--- config.mk ---
export PLATFORM = sky130hd
export DESIGN_NAME = sccb_slave_responder
export DESIGN_NICKNAME = d
export VERILOG_FILES = /design/src/rtl/sccb_pkg.sv /design/src/rtl/sccb_line_sync.sv /design/src/rtl/sccb_slave_responder.sv
export SDC_FILE = /design/constraint.sdc
export NUM_CORES = 2
export LEC_CHECK = 0
export BUFFER_PORTS_ARGS = -buffer_cell sky130_fd_sc_hd__buf_2
export CAP_MARGIN = 25
export CORE_AREA = 5 5 398 400
export DETAILED_ROUTE_END_ITERATION = 8
export DIE_AREA = 0 0 403 405
export GPL_ROUTABILITY_DRIVEN = 0
export PLACE_DENSITY_LB_ADDON = 0.3
export SETUP_SLACK_MARGIN = 0.3
export SLEW_MARGIN = 20
export SYNTH_ARGS = -nofsm -noshare
export SYNTH_HDL_FRONTEND = slang
export SYNTH_HIERARCHICAL = 1
export SYNTH_SLANG_ARGS = --single-unit
--- constraint.sdc ---
create_clock -name sys_clk -period 3.5 [get_ports sys_clk]
set_input_delay 0.7 -clock sys_clk [delete_from_list [all_inputs] [get_ports sys_clk]]
set_output_delay 0.7 -clock sys_clk [all_outputs]
set_load 0.01 [all_outputs]
--- src/rtl/sccb_pkg.sv ---
// Shared definitions for the SCCB responder: FSM encoding, bit-count markers
// and the default device ID.
package sccb_pkg;

  localparam int         SCCB_BITS_PER_PHASE = 9;
  localparam logic [7:0] SCCB_DEV_ID_DEFAULT = 8'h42;
  localparam int         REG_DEPTH           = 256;

  // Bit-counter markers derived from the 9-bit phase length
  localparam logic [3:0] CNT_LAST_DATA = 4'(SCCB_BITS_PER_PHASE - 2);
  localparam logic [3:0] CNT_BYTE_DONE = 4'(SCCB_BITS_PER_PHASE - 1);
  localparam logic [3:0] CNT_ACK_BIT   = 4'(SCCB_BITS_PER_PHASE);
  localparam logic [3:0] CNT_ACK_OK    = 4'(SCCB_BITS_PER_PHASE + 1);

  typedef enum logic [3:0] {
    ST_IDLE,
    ST_DEV,
    ST_ACK_DEV,
    ST_SUB,
    ST_ACK_SUB,
    ST_WDATA,
    ST_ACK_WDATA,
    ST_RDATA,
    ST_RD_ACKBIT,
    ST_IGNORE
  } sccb_state_e;

  function automatic logic mid_byte(input logic [3:0] done_bits);
    return (done_bits != 4'd0) && (done_bits <= CNT_LAST_DATA);
  endfunction

endpackage

--- src/rtl/sccb_line_sync.sv ---
// Synchronizes the SCCB lines into sys_clk and flags SCL edges and
// START/STOP line conditions.
module sccb_line_sync #(
  parameter int SYNC_STAGES = 2
) (
  input  logic sys_clk,
  input  logic rst_n,
  input  logic scl_i,
  input  logic sda_i,
  output logic scl_rise,
  output logic scl_fall,
  output logic sda_s,
  output logic start_det,
  output logic stop_det
);

  logic [SYNC_STAGES-1:0] scl_sync_reg;
  logic [SYNC_STAGES-1:0] sda_sync_reg;
  logic                   scl_d_reg;
  logic                   sda_d_reg;
  logic                   scl_s;

  // Idle bus is high; resetting to 1 avoids phantom edges when reset releases
  always_ff @(posedge sys_clk or negedge rst_n) begin
    if (!rst_n) begin
      scl_sync_reg <= '1;
      sda_sync_reg <= '1;
      scl_d_reg    <= 1'b1;
      sda_d_reg    <= 1'b1;
    end else begin
      scl_sync_reg <= {scl_sync_reg[SYNC_STAGES-2:0], scl_i};
      sda_sync_reg <= {sda_sync_reg[SYNC_STAGES-2:0], sda_i};
      scl_d_reg    <= scl_s;
      sda_d_reg    <= sda_s;
    end
  end

  assign scl_s     = scl_sync_reg[SYNC_STAGES-1];
  assign sda_s     = sda_sync_reg[SYNC_STAGES-1];
  assign scl_rise  = scl_s & ~scl_d_reg;
  assign scl_fall  = ~scl_s & scl_d_reg;
  assign start_det = scl_s & scl_d_reg & sda_d_reg & ~sda_s;
  assign stop_det  = scl_s & scl_d_reg & ~sda_d_reg & sda_s;

endmodule

--- src/rtl/sccb_slave_responder.sv ---
// SCCB configuration-port responder: decodes 3-phase writes and 2-phase
// write + 2-phase read transactions against a 256x8 register file.
module sccb_slave_responder
  import sccb_pkg::*;
#(
  parameter logic [7:0] DEV_ID      = SCCB_DEV_ID_DEFAULT,
  parameter bit         ACK_EN      = 1'b1,
  parameter int         SYNC_STAGES = 2,
  parameter logic [7:0] REG_INIT    = 8'h00
) (
  input  logic       sys_clk,
  input  logic       rst_n,
  input  logic       scl_i,
  input  logic       sda_i,
  output logic       sda_oe,
  output logic       wr_valid,
  output logic [7:0] wr_addr,
  output logic [7:0] wr_data,
  output logic       rd_valid,
  output logic [7:0] rd_addr,
  output logic       busy,
  output logic       proto_err
);

  localparam logic [7:0] RD_ID = DEV_ID | 8'h01;

  logic scl_rise, scl_fall, sda_s, start_det, stop_det;

  sccb_line_sync #(
    .SYNC_STAGES(SYNC_STAGES)
  ) u_line_sync (
    .sys_clk  (sys_clk),
    .rst_n    (rst_n),
    .scl_i    (scl_i),
    .sda_i    (sda_i),
    .scl_rise (scl_rise),
    .scl_fall (scl_fall),
    .sda_s    (sda_s),
    .start_det(start_det),
    .stop_det (stop_det)
  );

  sccb_state_e state_reg, state_next;
  logic [3:0]  bit_cnt_reg, bit_cnt_next;
  logic        bit_open_reg, bit_open_next;
  logic [7:0]  rx_shift_reg, rx_shift_next;
  logic [7:0]  tx_shift_reg, tx_shift_next;
  logic [7:0]  ptr_reg, ptr_next;
  logic        rd_mode_reg, rd_mode_next;
  logic        sda_oe_reg, sda_oe_next;
  logic        wr_valid_reg, wr_valid_next;
  logic [7:0]  wr_addr_reg, wr_addr_next;
  logic [7:0]  wr_data_reg, wr_data_next;
  logic        rd_valid_reg, rd_valid_next;
  logic [7:0]  rd_addr_reg, rd_addr_next;
  logic        proto_err_reg, proto_err_next;

  logic [7:0]  reg_file [REG_DEPTH];
  logic [7:0]  rd_data_reg;
  logic        mem_we;
  logic [7:0]  mem_waddr;
  logic [7:0]  mem_wdata;

  logic [7:0]  rx_byte;
  logic [3:0]  done_bits;

  assign rx_byte = {rx_shift_reg[6:0], sda_s};
  // The SCL rise that precedes START/STOP opens a bit that never completes
  assign done_bits = bit_cnt_reg - {3'b000, bit_open_reg};

  always_ff @(posedge sys_clk or negedge rst_n) begin
    if (!rst_n) begin
      state_reg     <= ST_IDLE;
      bit_cnt_reg   <= 4'd0;
      bit_open_reg  <= 1'b0;
      rx_shift_reg  <= 8'h00;
      tx_shift_reg  <= 8'h00;
      ptr_reg       <= 8'h00;
      rd_mode_reg   <= 1'b0;
      sda_oe_reg    <= 1'b0;
      wr_valid_reg  <= 1'b0;
      wr_addr_reg   <= 8'h00;
      wr_data_reg   <= 8'h00;
      rd_valid_reg  <= 1'b0;
      rd_addr_reg   <= 8'h00;
      proto_err_reg <= 1'b0;
    end else begin
      state_reg     <= state_next;
      bit_cnt_reg   <= bit_cnt_next;
      bit_open_reg  <= bit_open_next;
      rx_shift_reg  <= rx_shift_next;
      tx_shift_reg  <= tx_shift_next;
      ptr_reg       <= ptr_next;
      rd_mode_reg   <= rd_mode_next;
      sda_oe_reg    <= sda_oe_next;
      wr_valid_reg  <= wr_valid_next;
      wr_addr_reg   <= wr_addr_next;
      wr_data_reg   <= wr_data_next;
      rd_valid_reg  <= rd_valid_next;
      rd_addr_reg   <= rd_addr_next;
      proto_err_reg <= proto_err_next;
    end
  end

  // Register file with a registered read port addressed by the pointer
  always_ff @(posedge sys_clk or negedge rst_n) begin
    if (!rst_n) begin
      for (int i = 0; i < REG_DEPTH; i++) begin
        reg_file[i] <= REG_INIT;
      end
      rd_data_reg <= REG_INIT;
    end else begin
      if (mem_we) begin
        reg_file[mem_waddr] <= mem_wdata;
      end
      rd_data_reg <= reg_file[ptr_reg];
    end
  end

  always_comb begin
    state_next     = state_reg;
    bit_cnt_next   = bit_cnt_reg;
    bit_open_next  = bit_open_reg;
    rx_shift_next  = rx_shift_reg;
    tx_shift_next  = tx_shift_reg;
    ptr_next       = ptr_reg;
    rd_mode_next   = rd_mode_reg;
    sda_oe_next    = sda_oe_reg;
    wr_valid_next  = 1'b0;
    wr_addr_next   = wr_addr_reg;
    wr_data_next   = wr_data_reg;
    rd_valid_next  = 1'b0;
    rd_addr_next   = rd_addr_reg;
    proto_err_next = 1'b0;
    mem_we         = 1'b0;
    mem_waddr      = ptr_reg;
    mem_wdata      = rx_byte;

    if (scl_rise) begin
      bit_open_next = 1'b1;
    end else if (scl_fall) begin
      bit_open_next = 1'b0;
    end

    if (stop_det) begin
      state_next     = ST_IDLE;
      bit_cnt_next   = 4'd0;
      bit_open_next  = 1'b0;
      sda_oe_next    = 1'b0;
      proto_err_next = mid_byte(done_bits);
    end else if (start_det) begin
      state_next     = ST_DEV;
      bit_cnt_next   = 4'd0;
      bit_open_next  = 1'b0;
      proto_err_next = mid_byte(done_bits);
    end else begin
      case (state_reg)
        ST_DEV, ST_SUB, ST_WDATA: begin
          if (scl_fall) begin
            sda_oe_next = 1'b0;
          end
          if (scl_rise) begin
            rx_shift_next = rx_byte;
            bit_cnt_next  = bit_cnt_reg + 4'd1;
            if (bit_cnt_reg == CNT_LAST_DATA) begin
              if (state_reg == ST_DEV) begin
                if (rx_byte == DEV_ID) begin
                  state_next   = ST_ACK_DEV;
                  rd_mode_next = 1'b0;
                end else if (rx_byte == RD_ID) begin
                  state_next   = ST_ACK_DEV;
                  rd_mode_next = 1'b1;
                end else begin
                  state_next = ST_IGNORE;
                end
              end else if (state_reg == ST_SUB) begin
                ptr_next   = rx_byte;
                state_next = ST_ACK_SUB;
              end else begin
                mem_we        = 1'b1;
                wr_valid_next = 1'b1;
                wr_addr_next  = ptr_reg;
                wr_data_next  = rx_byte;
                ptr_next      = ptr_reg + 8'd1;
                state_next    = ST_ACK_WDATA;
              end
            end
          end
        end

        // First fall opens the 9th bit, second fall closes it
        ST_ACK_DEV, ST_ACK_SUB, ST_ACK_WDATA: begin
          if (scl_fall) begin
            if (bit_cnt_reg == CNT_BYTE_DONE) begin
              sda_oe_next  = ACK_EN;
              bit_cnt_next = CNT_ACK_BIT;
            end else begin
              sda_oe_next  = 1'b0;
              bit_cnt_next = 4'd0;
              if (state_reg == ST_ACK_DEV && rd_mode_reg) begin
                state_next    = ST_RDATA;
                tx_shift_next = rd_data_reg;
                sda_oe_next   = ~rd_data_reg[7];
              end else if (state_reg == ST_ACK_DEV) begin
                state_next = ST_SUB;
              end else begin
                state_next = ST_WDATA;
              end
            end
          end
        end

        ST_RDATA: begin
          if (scl_rise) begin
            bit_cnt_next = bit_cnt_reg + 4'd1;
            if (bit_cnt_reg == CNT_LAST_DATA) begin
              rd_valid_next = 1'b1;
              rd_addr_next  = ptr_reg;
              ptr_next      = ptr_reg + 8'd1;
              state_next    = ST_RD_ACKBIT;
            end
          end else if (scl_fall && bit_cnt_reg != 4'd0) begin
            tx_shift_next = {tx_shift_reg[6:0], 1'b0};
            sda_oe_next   = ~tx_shift_reg[6];
          end
        end

        ST_RD_ACKBIT: begin
          if (scl_fall) begin
            if (bit_cnt_reg == CNT_BYTE_DONE) begin
              sda_oe_next  = 1'b0;
              bit_cnt_next = CNT_ACK_BIT;
            end else if (bit_cnt_reg == CNT_ACK_OK) begin
              state_next    = ST_RDATA;
              bit_cnt_next  = 4'd0;
              tx_shift_next = rd_data_reg;
              sda_oe_next   = ~rd_data_reg[7];
            end
          end else if (scl_rise && bit_cnt_reg == CNT_ACK_BIT) begin
            if (sda_s) begin
              state_next = ST_IGNORE;
            end else begin
              bit_cnt_next = CNT_ACK_OK;
            end
          end
        end

        ST_IGNORE: begin
          if (scl_fall) begin
            sda_oe_next = 1'b0;
          end
        end

        default: begin
        end
      endcase
    end
  end

  assign sda_oe    = sda_oe_reg;
  assign wr_valid  = wr_valid_reg;
  assign wr_addr   = wr_addr_reg;
  assign wr_data   = wr_data_reg;
  assign rd_valid  = rd_valid_reg;
  assign rd_addr   = rd_addr_reg;
  assign proto_err = proto_err_reg;
  assign busy      = (state_reg != ST_IDLE);

endmodule

==> flow_summary.toml <==
[outcome]
outcome = "finished clean"

[cts]
clock_tree.buffer_depth = 3
path_clk_slew_ns = 0.06
cts.sinks = 2122
root_buffer = "clkbuf_16"
cts_tree = "yes"
cts_max_level = 4
cts_buffers = 211
insertion_delay_ns = 0.86

[min_path]
hold_class = "flop to flop"
hp-start = "u_line_sync/scl_sync_reg[1]"

[synth]
synth_nets = 6146
yosysMostFrequentCell = "dfrtp_1"
synth_top_area_share_pct = 54.1
netlist_area_mm2 = 0.0979
yosysWarnings = 6
synth_commonest_cells = "2,116 x dfrtp_1, 2,091 x mux2_2, 512 x mux4_2"
synth_seq_area_share_pct = 54.2
ys_top_cells_by_area = "dfrtp_1 54%, mux2_2 24%, mux4_2 12%"
synth_ff_type = "dfrtp_1"
async_reset_ff_share_pct = 100
netlist_instances = 6132
syn_area_per_cell_um2 = 16.0
ys_ff_latch = 2122
synth_largest_area_cell = "dfrtp_1"
synth_cell_types = 61
synth_edf_count = 0

[placed_design]
dp_cells = 8047
io_buffers = 32
hpwl_um = 152000

[routing]
routed_wl_um = 250000
routed_via_density = 6.70
wl_per_cell_um = 29.5
drt-pass1-iter-count = 6
drtIter0Drc = 5087
drc = 0
postRouteAntennaNets = 0
num_vias = 56714

[global_route]
grt_start_max_net_pins = 207
first_global_vias = 60025
overflow = 0
grt_antenna_before_repair = 2
grt_util_all_layers_pct = 31.0
grt_pass1_wl_um = 384000

[die]
fp.dieH_um = 405
die_x_um = 403
fp-row-count = 145
ios = 33
start_util_pct = 63.2
die_area_mm2 = 0.163
core_area_mm2 = 0.155

[sta]
finalCriticalPeriod_ns = 3.18
relSlewSlack_pct = 17.9
grt_setup_unrepaired = "yes"
finalSetupViolCount = 0
worstMarginPinSlew_ns = 1.23
max_freq_mhz = 315
period_share_pct = 90.8
finalMaxSlewViolations = 0
finalClockSkew_ns = 0.0486
hold_violations = 0

[critical_path]
cp_max_fo = 19
cp.arrival_ns = 3.85
reg2reg_from = "mem_waddr[0]"
criticalPathCategory = "flop to flop"
start_kind = "flop"
cp-end-kind = "flop"
critPathRequiredTime_ns = 4.17
crit_path_start = "mem_waddr[0]"

[final_layout]
area_growth_pct = 12.7
fin_cells = 8465
final_util_pct = 71.2
layout-drive-gt1-share_pct = 57.0
fillCellCount = 9658
nets = 6236
top_register = "reg_file"
largest_register_ffs = 2048

[power]
fin_total_pwr_mw = 52.9
power_density_mw_per_mm2 = 480
ir_drop_mv = 0.572
p_leak_nw = 53.2

[job]
cap_violations = 0
==> worst max-delay path, cell delays in order, from the launching register on <==
cell and delay, ns:
dfrtp_4 0.52, bufbuf_16 0.40, buf_12 0.24, mux4_2 0.59, a22oi_2 0.22, a21oi_1 0.15, o41ai_1 0.44, buf_2 0.24
nand4_1 0.19
==> area by class of cell <==
type / instances / area [um2] / area share, %
tap: 2058 / 2570 / 2.33
clock inverter: 73 / 1070 / 0.966
sequential: 2122 / 53100 / 48.2
inverter: 13 / 48.8 / 0.0442
clock buffer: 324 / 6360 / 5.76
timing repair buffer: 363 / 3860 / 3.50
antenna: 1 / 2.50 / 0.00227
multi-input combinational: 3511 / 43300 / 39.2
==> layer usage <==
metal	GRT usage, %	up-vias	part of all wire [%]
met3	7.25	522	7.3
met1	43.9	30998	41
li1	-	23251	-
met4	11.6	0	4.0
met2	47.6	1943	47
met5	0	-	0
==> per-stage QoR <==
step	setup TNS, ns	setup slack, ns	hold slack, ns	area, um2
finish	0	0.324	0.396	110000
global route	0	0.219	0.408	110000
CTS	0	0.240	0.395	110000
detailed placement	-0.0801	-0.0801	0.385	102000
global placement	-0.539	-0.464	0.382	102000
floorplan	0	0.660	0.345	97900
==> kinds of logic after synthesis <==
| kind of cell | after synthesis | synth area share (%) |
|---|---|---|
| multiplexers | 2607 | 35.9 |
| flip-flops | 2122 | 54.2 |
| buffers and inverters | 499 | 2.16 |
| AO/OA/AOI/OAI | 494 | 3.40 |
| AND/OR/NAND/NOR | 397 | 4.17 |
| adder cells (fa/ha/maj) | 10 | 0.128 |
| XOR/XNOR | 3 | 0.0268 |
==> where the power goes <==
part	switching (mW)	total (mW)	internal (mW)
clock network	9.81	23.9	14.1
logic	3.33	4.11	0.787
registers	0.303	24.9	24.6
total	13.4	52.9	39.5
==> layout by cell type (no fill, tap or decap), types with 17 or more instances in the layout <==
cell type  instances
nor2_1            18
buf_12            75
buf_2             32
clkinv_2          31
dfrtp_1         2107
o41ai_1           17
nand3_4           21
nand2_1           25
nor2_8           110
a21oi_1          152
mux2_2          2091
buf_4            239
o21ai_0           17
clkbuf_1          49
bufinv_16         21
mux4_2           512
nor2_2            93
a22oi_1          254
clkbuf_16        212
nor2_4            46
clkbuf_8          63
==> path summary, 6_finish.rpt <==
| path | endpoint | slack, ns | cells after the start |
|---|---|---|---|
| max in group asynchronous | reg_file[1309] | 1.81 | 4 |
| min | u_line_sync/scl_d_reg | 0.40 | 0 |
| min reg2reg | u_line_sync/scl_d_reg | 0.40 | 0 |
| max | rd_data_reg[7] | 0.32 | 8 |
| min in group asynchronous | reg_file[66] | 0.46 | 2 |
| max reg2reg | rd_data_reg[7] | 0.32 | 8 |
==> what timing repair did <==
| action | in CTS | in global routing |
|---|---|---|
| gates cloned | 6 | 0 |
| endpoints found under the setup margin | 974 | 284 |
| hold endpoints to repair | 44 | 0 |
| resized for setup | 25 | 61 |
| hold buffers | 3 | 0 |
| pin swaps | 2 | 0 |
| buffers inserted | 9 | 2 |
No activity file was read; power rests on OpenSTA's default activity.
